$ cat config.mk
export PLATFORM = sky130hd
export DESIGN_NAME = tick_interval_meter
export DESIGN_NICKNAME = d
export VERILOG_FILES = /design/src/rtl/tick_interval_meter_pkg.sv /design/src/rtl/tick_interval_meter_pulse_edge_sync.sv /design/src/rtl/tick_interval_meter.sv
export SDC_FILE = /design/constraint.sdc
export NUM_CORES = 1
export LEC_CHECK = 0
export BUFFER_PORTS_ARGS = -buffer_cell sky130_fd_sc_hd__buf_2
export CORE_ASPECT_RATIO = 0.7
export CORE_MARGIN = 2
export CORE_UTILIZATION = 53
export CTS_CLUSTER_DIAMETER = 30
export DETAILED_ROUTE_END_ITERATION = 6
export GPL_TIMING_DRIVEN = 1
export MAX_ROUTING_LAYER = met4
export PLACE_DENSITY_LB_ADDON = 0.3
export SLEW_MARGIN = 5
export SYNTH_ARGS = -nofsm -noshare
export SYNTH_HDL_FRONTEND = slang
export SYNTH_SLANG_ARGS = --single-unit
$ cat constraint.sdc
create_clock -name clk -period 2.6 [get_ports clk]
set_clock_uncertainty 0.2 [all_clocks]
set_input_delay 0.13 -clock clk [delete_from_list [all_inputs] [get_ports clk]]
set_output_delay 0.13 -clock clk [all_outputs]
set_load 0.02 [all_outputs]
$ cat src/rtl/tick_interval_meter_pkg.sv
// Shared definitions for tick_interval_meter: FSM encoding and default widths.
package tick_interval_meter_pkg;

    localparam int COUNT_WIDTH_DEFAULT = 33;
    localparam int PULSE_COUNT_WIDTH   = 16;

    typedef enum logic [1:0] {
        IDLE       = 2'd0,
        WAIT_FIRST = 2'd1,
        MEASURE    = 2'd2
    } meter_state_e;

endpackage

$ cat src/rtl/tick_interval_meter_pulse_edge_sync.sv
// Two-flop synchronizer plus history flop; o_rise is high for one cycle per rising edge.
module pulse_edge_sync (
    input  logic i_clk,
    input  logic i_reset,
    input  logic i_pulse,
    output logic o_rise
);

    logic r_s1;
    logic r_s2;
    logic r_s3;

    always_ff @(posedge i_clk) begin
        if (i_reset) begin
            r_s1 <= 1'b0;
            r_s2 <= 1'b0;
            r_s3 <= 1'b0;
        end else begin
            r_s1 <= i_pulse;
            r_s2 <= r_s1;
            r_s3 <= r_s2;
        end
    end

    assign o_rise = r_s2 & ~r_s3;

endmodule

$ cat src/rtl/tick_interval_meter.sv
// Measures clock cycles between rising edges of pulse_in; strobes period/timeout.
// Optional early/late period checking is built only when PERIOD_CHECK_EN is defined.
module tick_interval_meter
    import tick_interval_meter_pkg::*;
#(
    parameter int                     COUNT_WIDTH     = COUNT_WIDTH_DEFAULT,
    parameter logic [COUNT_WIDTH-1:0] TIMEOUT         = COUNT_WIDTH'(100_000_000),
    parameter logic [COUNT_WIDTH-1:0] EXPECTED_PERIOD = COUNT_WIDTH'(100_000),
    parameter logic [COUNT_WIDTH-1:0] TOLERANCE       = COUNT_WIDTH'(10)
) (
    input  logic                         clk,
    input  logic                         reset,
    input  logic                         enable,
    input  logic                         pulse_in,
    output logic [COUNT_WIDTH-1:0]       period,
    output logic                         period_valid,
    output logic                         timeout,
    output logic [PULSE_COUNT_WIDTH-1:0] pulse_count,
    output logic                         early,
    output logic                         late,
    output logic [1:0]                   state_dbg
);

    meter_state_e                   r_state;
    logic [COUNT_WIDTH-1:0]         r_count;
    logic [COUNT_WIDTH-1:0]         r_period;
    logic                           r_period_valid;
    logic                           r_timeout;
    logic [PULSE_COUNT_WIDTH-1:0]   r_pulse_count;
    logic                           w_rise;
    logic [COUNT_WIDTH-1:0]         w_period_next;

    pulse_edge_sync u_edge_sync (
        .i_clk   (clk),
        .i_reset (reset),
        .i_pulse (pulse_in),
        .o_rise  (w_rise)
    );

    // The edge is seen one cycle after count last advanced, hence the +1.
    assign w_period_next = r_count + COUNT_WIDTH'(1);

`ifdef PERIOD_CHECK_EN
    logic r_early;
    logic r_late;
`endif

    always_ff @(posedge clk) begin
        if (reset) begin
            r_state        <= IDLE;
            r_count        <= '0;
            r_period       <= '0;
            r_period_valid <= 1'b0;
            r_timeout      <= 1'b0;
            r_pulse_count  <= '0;
`ifdef PERIOD_CHECK_EN
            r_early        <= 1'b0;
            r_late         <= 1'b0;
`endif
        end else begin
            r_period_valid <= 1'b0;
            r_timeout      <= 1'b0;
`ifdef PERIOD_CHECK_EN
            r_early        <= 1'b0;
            r_late         <= 1'b0;
`endif
            if (!enable) begin
                r_state <= IDLE;
                r_count <= '0;
            end else begin
                case (r_state)
                    IDLE: begin
                        r_count <= '0;
                        r_state <= WAIT_FIRST;
                    end
                    WAIT_FIRST: begin
                        r_count <= '0;
                        if (w_rise) r_state <= MEASURE;
                    end
                    MEASURE: begin
                        // An edge landing on the timeout cycle still counts as a period.
                        if (w_rise) begin
                            r_period       <= w_period_next;
                            r_period_valid <= 1'b1;
                            r_count        <= '0;
                            if (r_pulse_count != '1) r_pulse_count <= r_pulse_count + 1'b1;
`ifdef PERIOD_CHECK_EN
                            r_early <= (w_period_next < (EXPECTED_PERIOD - TOLERANCE));
                            r_late  <= (w_period_next > (EXPECTED_PERIOD + TOLERANCE));
`endif
                        end else if (r_count == TIMEOUT - COUNT_WIDTH'(1)) begin
                            r_timeout <= 1'b1;
                            r_count   <= '0;
                            r_state   <= WAIT_FIRST;
`ifdef PERIOD_CHECK_EN
                            r_late    <= 1'b1;
`endif
                        end else begin
                            r_count <= w_period_next;
                        end
                    end
                    default: begin
                        r_count <= '0;
                        r_state <= IDLE;
                    end
                endcase
            end
        end
    end

    assign period       = r_period;
    assign period_valid = r_period_valid;
    assign timeout      = r_timeout;
    assign pulse_count  = r_pulse_count;
    assign state_dbg    = r_state;

`ifdef PERIOD_CHECK_EN
    assign early = r_early;
    assign late  = r_late;
`else
    assign early = 1'b0;
    assign late  = 1'b0;
`endif

endmodule
Yosys cells after proc, flatten, opt, wreduce, memory -nomap -nowiden --
Index checks and enable logic that the tools add are counted.
Cells by class: mux-type cells 6, eq/ne operators 7, reduce and logical (&&, ||, !) cells 8, bitwise logic cells 4, add/subtract/negate cells 2
Operator list (count):
- 33-bit by 1-bit adder with 33-bit output, second input constant | 1
- 33-bit by 27-bit equality test with 1-bit output, second input constant | 1
- 16-bit by 1-bit adder with 16-bit output, second input constant | 1
- 16-bit inequality test, second input constant | 1
- 2-bit 2-to-1 mux | 3
- 2-bit case mux with 3 select lines | 1
- 3-bit AND reduction | 2
- 5-bit OR reduction | 1
- 2-bit inequality test, second input constant | 2
- 4-bit AND reduction | 1
- 4-bit OR reduction | 1
- 1-bit inverter | 3
- 3-bit OR reduction | 1
- 2-bit by 1-bit equality test with 1-bit output, second input constant | 1
- 2-bit equality test, second input constant | 1
- 2-bit zero test | 1
- 1-bit 2-to-1 mux | 2
- 2-bit by 1-bit inequality test with 1-bit output, second input constant | 1
- 2-bit OR reduction | 1
- 1-bit AND | 1
Word-level totals: logic and storage cells 36, bits in registers 89, output and inout port bits 55, input bits 4

Longest topological paths before layout --
depth in word-level cells 4, depth in mapped cells 8, gate-level depth less buffers 6

By module --
A second synthesis with hierarchy kept.
Second synthesis, totals: cells, all modules 400, area, all modules 3748.6 µm²
Modules (own cells, without submodules):
- tick_interval_meter | area an instance 3661.0 µm², cells each 393, sequential area each 1721.7 µm², times used 1
- pulse_edge_sync | area an instance 87.6 µm², cells each 7, sequential area each 60.1 µm², times used 1

Worst setup path before layout --
OpenSTA, ideal clock, no wires.
path type register to register, start point reg r_pulse_count[0], in the netlist pulse_count[0], end point reg r_pulse_count[2], in the netlist pulse_count[2], setup slack 0.598 ns, stages on the path, launching flop included 6, path buffers 0, period minus slack after synthesis 2.002 ns, arrival time 1.711 ns, required time 2.309 ns, setup time 0.091 ns, path through dfxtp_1 > ha_1 > nand3_1 > nor4_1 > nor2_1 > a311oi_1
On the way: cells in the longest elaborated chain, start to end 2, elaborated cells between the ends (all ways) 3, those cells by class add/sub (1); eq/ne (1); reduce/logical (1)
Ends and longest elaborated chain:
- from (decl) | line tick_interval_meter.sv:29 | logic [PULSE_COUNT_WIDTH-1:0] r_pulse_count;
- from (signal assigned) | line tick_interval_meter.sv:86 | if (r_pulse_count != '1) r_pulse_count <= r_pulse_count + 1'b1;
- parallel branches: the longest is 2 deep, another holds 16-bit by 1-bit adder with 16-bit output
Parallel ways; which one is timed is not known. A chain may end at the register's enable or synchronous reset.

Worst setup path in the final report --
start point reg r_count[28], end point reg r_count[30]
On the way: cells in the longest elaborated chain, start to end 2, elaborated cells between the ends (all ways) 3, those cells by class add/sub (1); eq/ne (1); reduce/logical (1)
Ends and longest elaborated chain:
- from (decl) | line tick_interval_meter.sv:25 | logic [COUNT_WIDTH-1:0] r_count;
- from (signal assigned) | line tick_interval_meter.sv:99 | r_count <= w_period_next;
- parallel branches: the longest is 2 deep, another holds 33-bit by 1-bit adder with 33-bit output
Parallel ways; which one is timed is not known.

==> metrics.txt <==
maximum clock frequency approximately 0.46 GHz; Overflow after GRT 0; crit-path max FO 18; Worst Setup SP r_count[28]$_SDFF_PP0_; post-synthesis mux area share 0%; flops & latches, synth between 80 and 90; FF-to-FF Start r_count[28]$_SDFF_PP0_; R2R depth 6; most frequent cells in the layout dfxtp_1 (89), nor2_1 (84), buf_2 (56); Synth Area in Adders less than 1%; register-to-register setup slack 0.43 ns; P per Cell Area about 530 nW/um^2; Placement Setup Slack around 0.46 ns; Inserted Clock Buffers 9; DR DRC count 0; Reg area 1780 um^2; gr usage total between 20% and 30%; crit path cell chain or4_1 > nor4_2 > nand4_1 > nand2b_1 > buf_4 > nor2_1; Power, Total between 2 and 2.5 mW; hold_buf cts 4; DRT antenna net count 0; via/cell ratio roughly 5.5; RSZ-0062 raised after global routing no; std cell rows 25; Post-Synth Simple-Gate Area about 28%; Netlist cell types 39; endpoints failing hold 0; WL final about 8100 um; register area share after synthesis 48.9%; combinational family with the most area after synthesis simple AND/OR/NAND/NOR gates; CP top delay family simple AND/OR/NAND/NOR gates; Buffers on Ports 56; Post-synth EDFFs 0; Post-synth top flop dfxtp_1; multi-input combinational cell area 1750 um^2; VDD IR-drop max around 0.28 mV; leading area contributor after synthesis dfxtp_1; Slew headroom roughly three fifths; met2 WL 3390 um; Hold Path Class register to register; highest metal used met4; post-CTS sizing 0; WS Path Type register to register; Avg Cell Area, Syn approximately 9.0 um^2; Ant. Diodes 0; WP buf/inv 1; Compound-Gate Fraction of Synth Area about 9%; GP Congestion between 0.8 and 0.9; Initial Utilization ~54%; clock slew at reported path FFs roughly 0.080 ns; Tmin final about 2.2 ns; first-pass GRT wire length 12900 um; r2r endpoint r_count[30]$_SDFF_PP0_; Clock H-tree levels 3; Critical Path Max Stage Delay ~0.53 ns; Lkg Pwr ~1.5 nW; Area Overhead vs Synth 15.2%; wl on met1 around 4000 um; crit path capture r_count[30]$_SDFF_PP0_; Final Cycle Share between 80% and 90%; DP Cell Count 541; Synth Area in XOR/XNOR a little over 10%; Slowest cell on crit path or4_1; met3 WL roughly 520 um; die height ~73 um; post-DP HPWL 5640 um; Starting DRT DRC Count roughly 140; startpoint types register; largest net degree at the start of global routing between 60 and 70; Total Neg Setup Slack 0 ns; NumNets Final 468; 1st-pass router iterations 4; cell area after synthesis 3640 um^2; Max-Cap Viols 0; # Post-CTS Setup Buffers 0; DR vias around 3100; Req. time, crit path 2.63 ns; Synth warnings 0; Core Area 6690 um^2; Final Non-Filler Cells roughly 560; clk sinks 89; I/O pins between 50 and 60; crit end category register; Critical Path Stages 6; final setup fails 0; Skew-Pair Late Insertion Delay 0.35 ns; chip width between 100 and 150 um; Yosys top cell area share 48.9%; Syn Inst Count slightly above 400; Slew @ Worst Pin roughly 0.57 ns; DR WL/cell 14.4 um; top post-synthesis cells by area dfxtp_1 (49%), nor2_1 (8.7%), a211oi_1 (6.4%); initial antenna violation count 0; vias in the first global route between 2000 and 3000; worst hold slack between 0.2 and 0.3 ns; most common cell after layout, fill and taps aside dfxtp_1; Final WS setup between 0.4 and 0.5 ns; CP arrival around 2.2 ns; clock buffer depth 2; share of cells above drive strength 1 between 10% and 20%; die area between 7000 and 8000 um^2; CTS tree done; Root Buffer clkbuf_8; # fillers between 500 and 600; fraction of registers with async set or reset after synthesis 0%; Final Max Slew Viols 0; status finished, final reports clean
==> worst min-delay path by stage <==
stage                                      startpoint                     endpoint  slack, ns  cells past startpoint
final                     u_edge_sync.r_s1$_SDFF_PP0_  u_edge_sync.r_s2$_SDFF_PP0_       0.26                      1
after detailed placement                     pulse_in  u_edge_sync.r_s1$_SDFF_PP0_       0.16                      2
after global routing      u_edge_sync.r_s1$_SDFF_PP0_  u_edge_sync.r_s2$_SDFF_PP0_       0.27                      1
after CTS                 u_edge_sync.r_s1$_SDFF_PP0_  u_edge_sync.r_s2$_SDFF_PP0_       0.26                      1
after global placement                       pulse_in  u_edge_sync.r_s1$_SDFF_PP0_       0.15                      2
after floorplan                              pulse_in  u_edge_sync.r_s1$_SDFF_PP0_       0.06                      1
==> flip-flops by register name, indices dropped and copies added (netlist names) <==
name              flops
period               33
r_count              33
pulse_count          16
state_dbg             2
period_valid          1
timeout               1
u_edge_sync.r_s1      1
u_edge_sync.r_s2      1
u_edge_sync.r_s3      1
==> cells in the mapped netlist (2+ instances only) <==
| master | instances |
|---|---|
| inv_1 | 4 |
| nor2_1 | 84 |
| and4_1 | 6 |
| ha_1 | 2 |
| and2_1 | 3 |
| nor3_1 | 16 |
| nand4_1 | 22 |
| o21ai_0 | 4 |
| nand3_1 | 18 |
| or3_1 | 2 |
| nor4_4 | 2 |
| buf_2 | 3 |
| xor2_1 | 21 |
| and3_1 | 7 |
| a21oi_1 | 7 |
| nor4_1 | 3 |
| a311oi_1 | 2 |
| dfxtp_1 | 89 |
| nor2b_1 | 4 |
| buf_4 | 3 |
| xnor2_1 | 21 |
| clkbuf_1 | 12 |
| or4_1 | 4 |
| nand2b_1 | 2 |
| nand2_1 | 20 |
| a211oi_1 | 31 |
==> cell type report <==
type	count	area share, %
multi-input cells	293	41.8
inverters	4	0.358
clock buffers	11	3.37
clock inverters	3	0.447
well taps	94	2.80
flip-flops and latches	89	42.4
repair buffers	65	8.82
==> per-stage QoR <==
step / util (%) / cell area [um^2]
after floorplan: - / 3650
after global placement: 59.7 / 4000
after detailed placement: 59.7 / 4000
after CTS: 62.7 / 4200
after global routing: 62.7 / 4200
final: 62.7 / 4200
==> report_power, final <==
group          switching, mW  internal [mW]
combinational         0.0236         0.0114
clock                  0.454          0.362
sequential           0.00249           1.36
==> layer usage <==
| layer | GRT usage [%] | up-vias |
|---|---|---|
| met5 | - | - |
| met4 | 4.68 | 0 |
| met3 | 6.95 | 6 |
| met2 | 31.1 | 110 |
| met1 | 33.5 | 1434 |
| li1 | - | 1537 |
==> cell families after synthesis <==
family	Yosys count
other cells	1
xor+xnor	42
buf+inv	24
compound gates	47
fa+ha+maj	2
simple gates	200
flops	89
==> worst register-to-register path, delay by kind of cell, from the launching register on <==
| family | cells | cell delay [ns] |
|---|---|---|
| AND/OR/NAND/NOR | 5 | 1.27 |
| flip-flops | 1 | 0.34 |
| buffers and inverters | 1 | 0.24 |
Power figures use the tool's default switching activity.
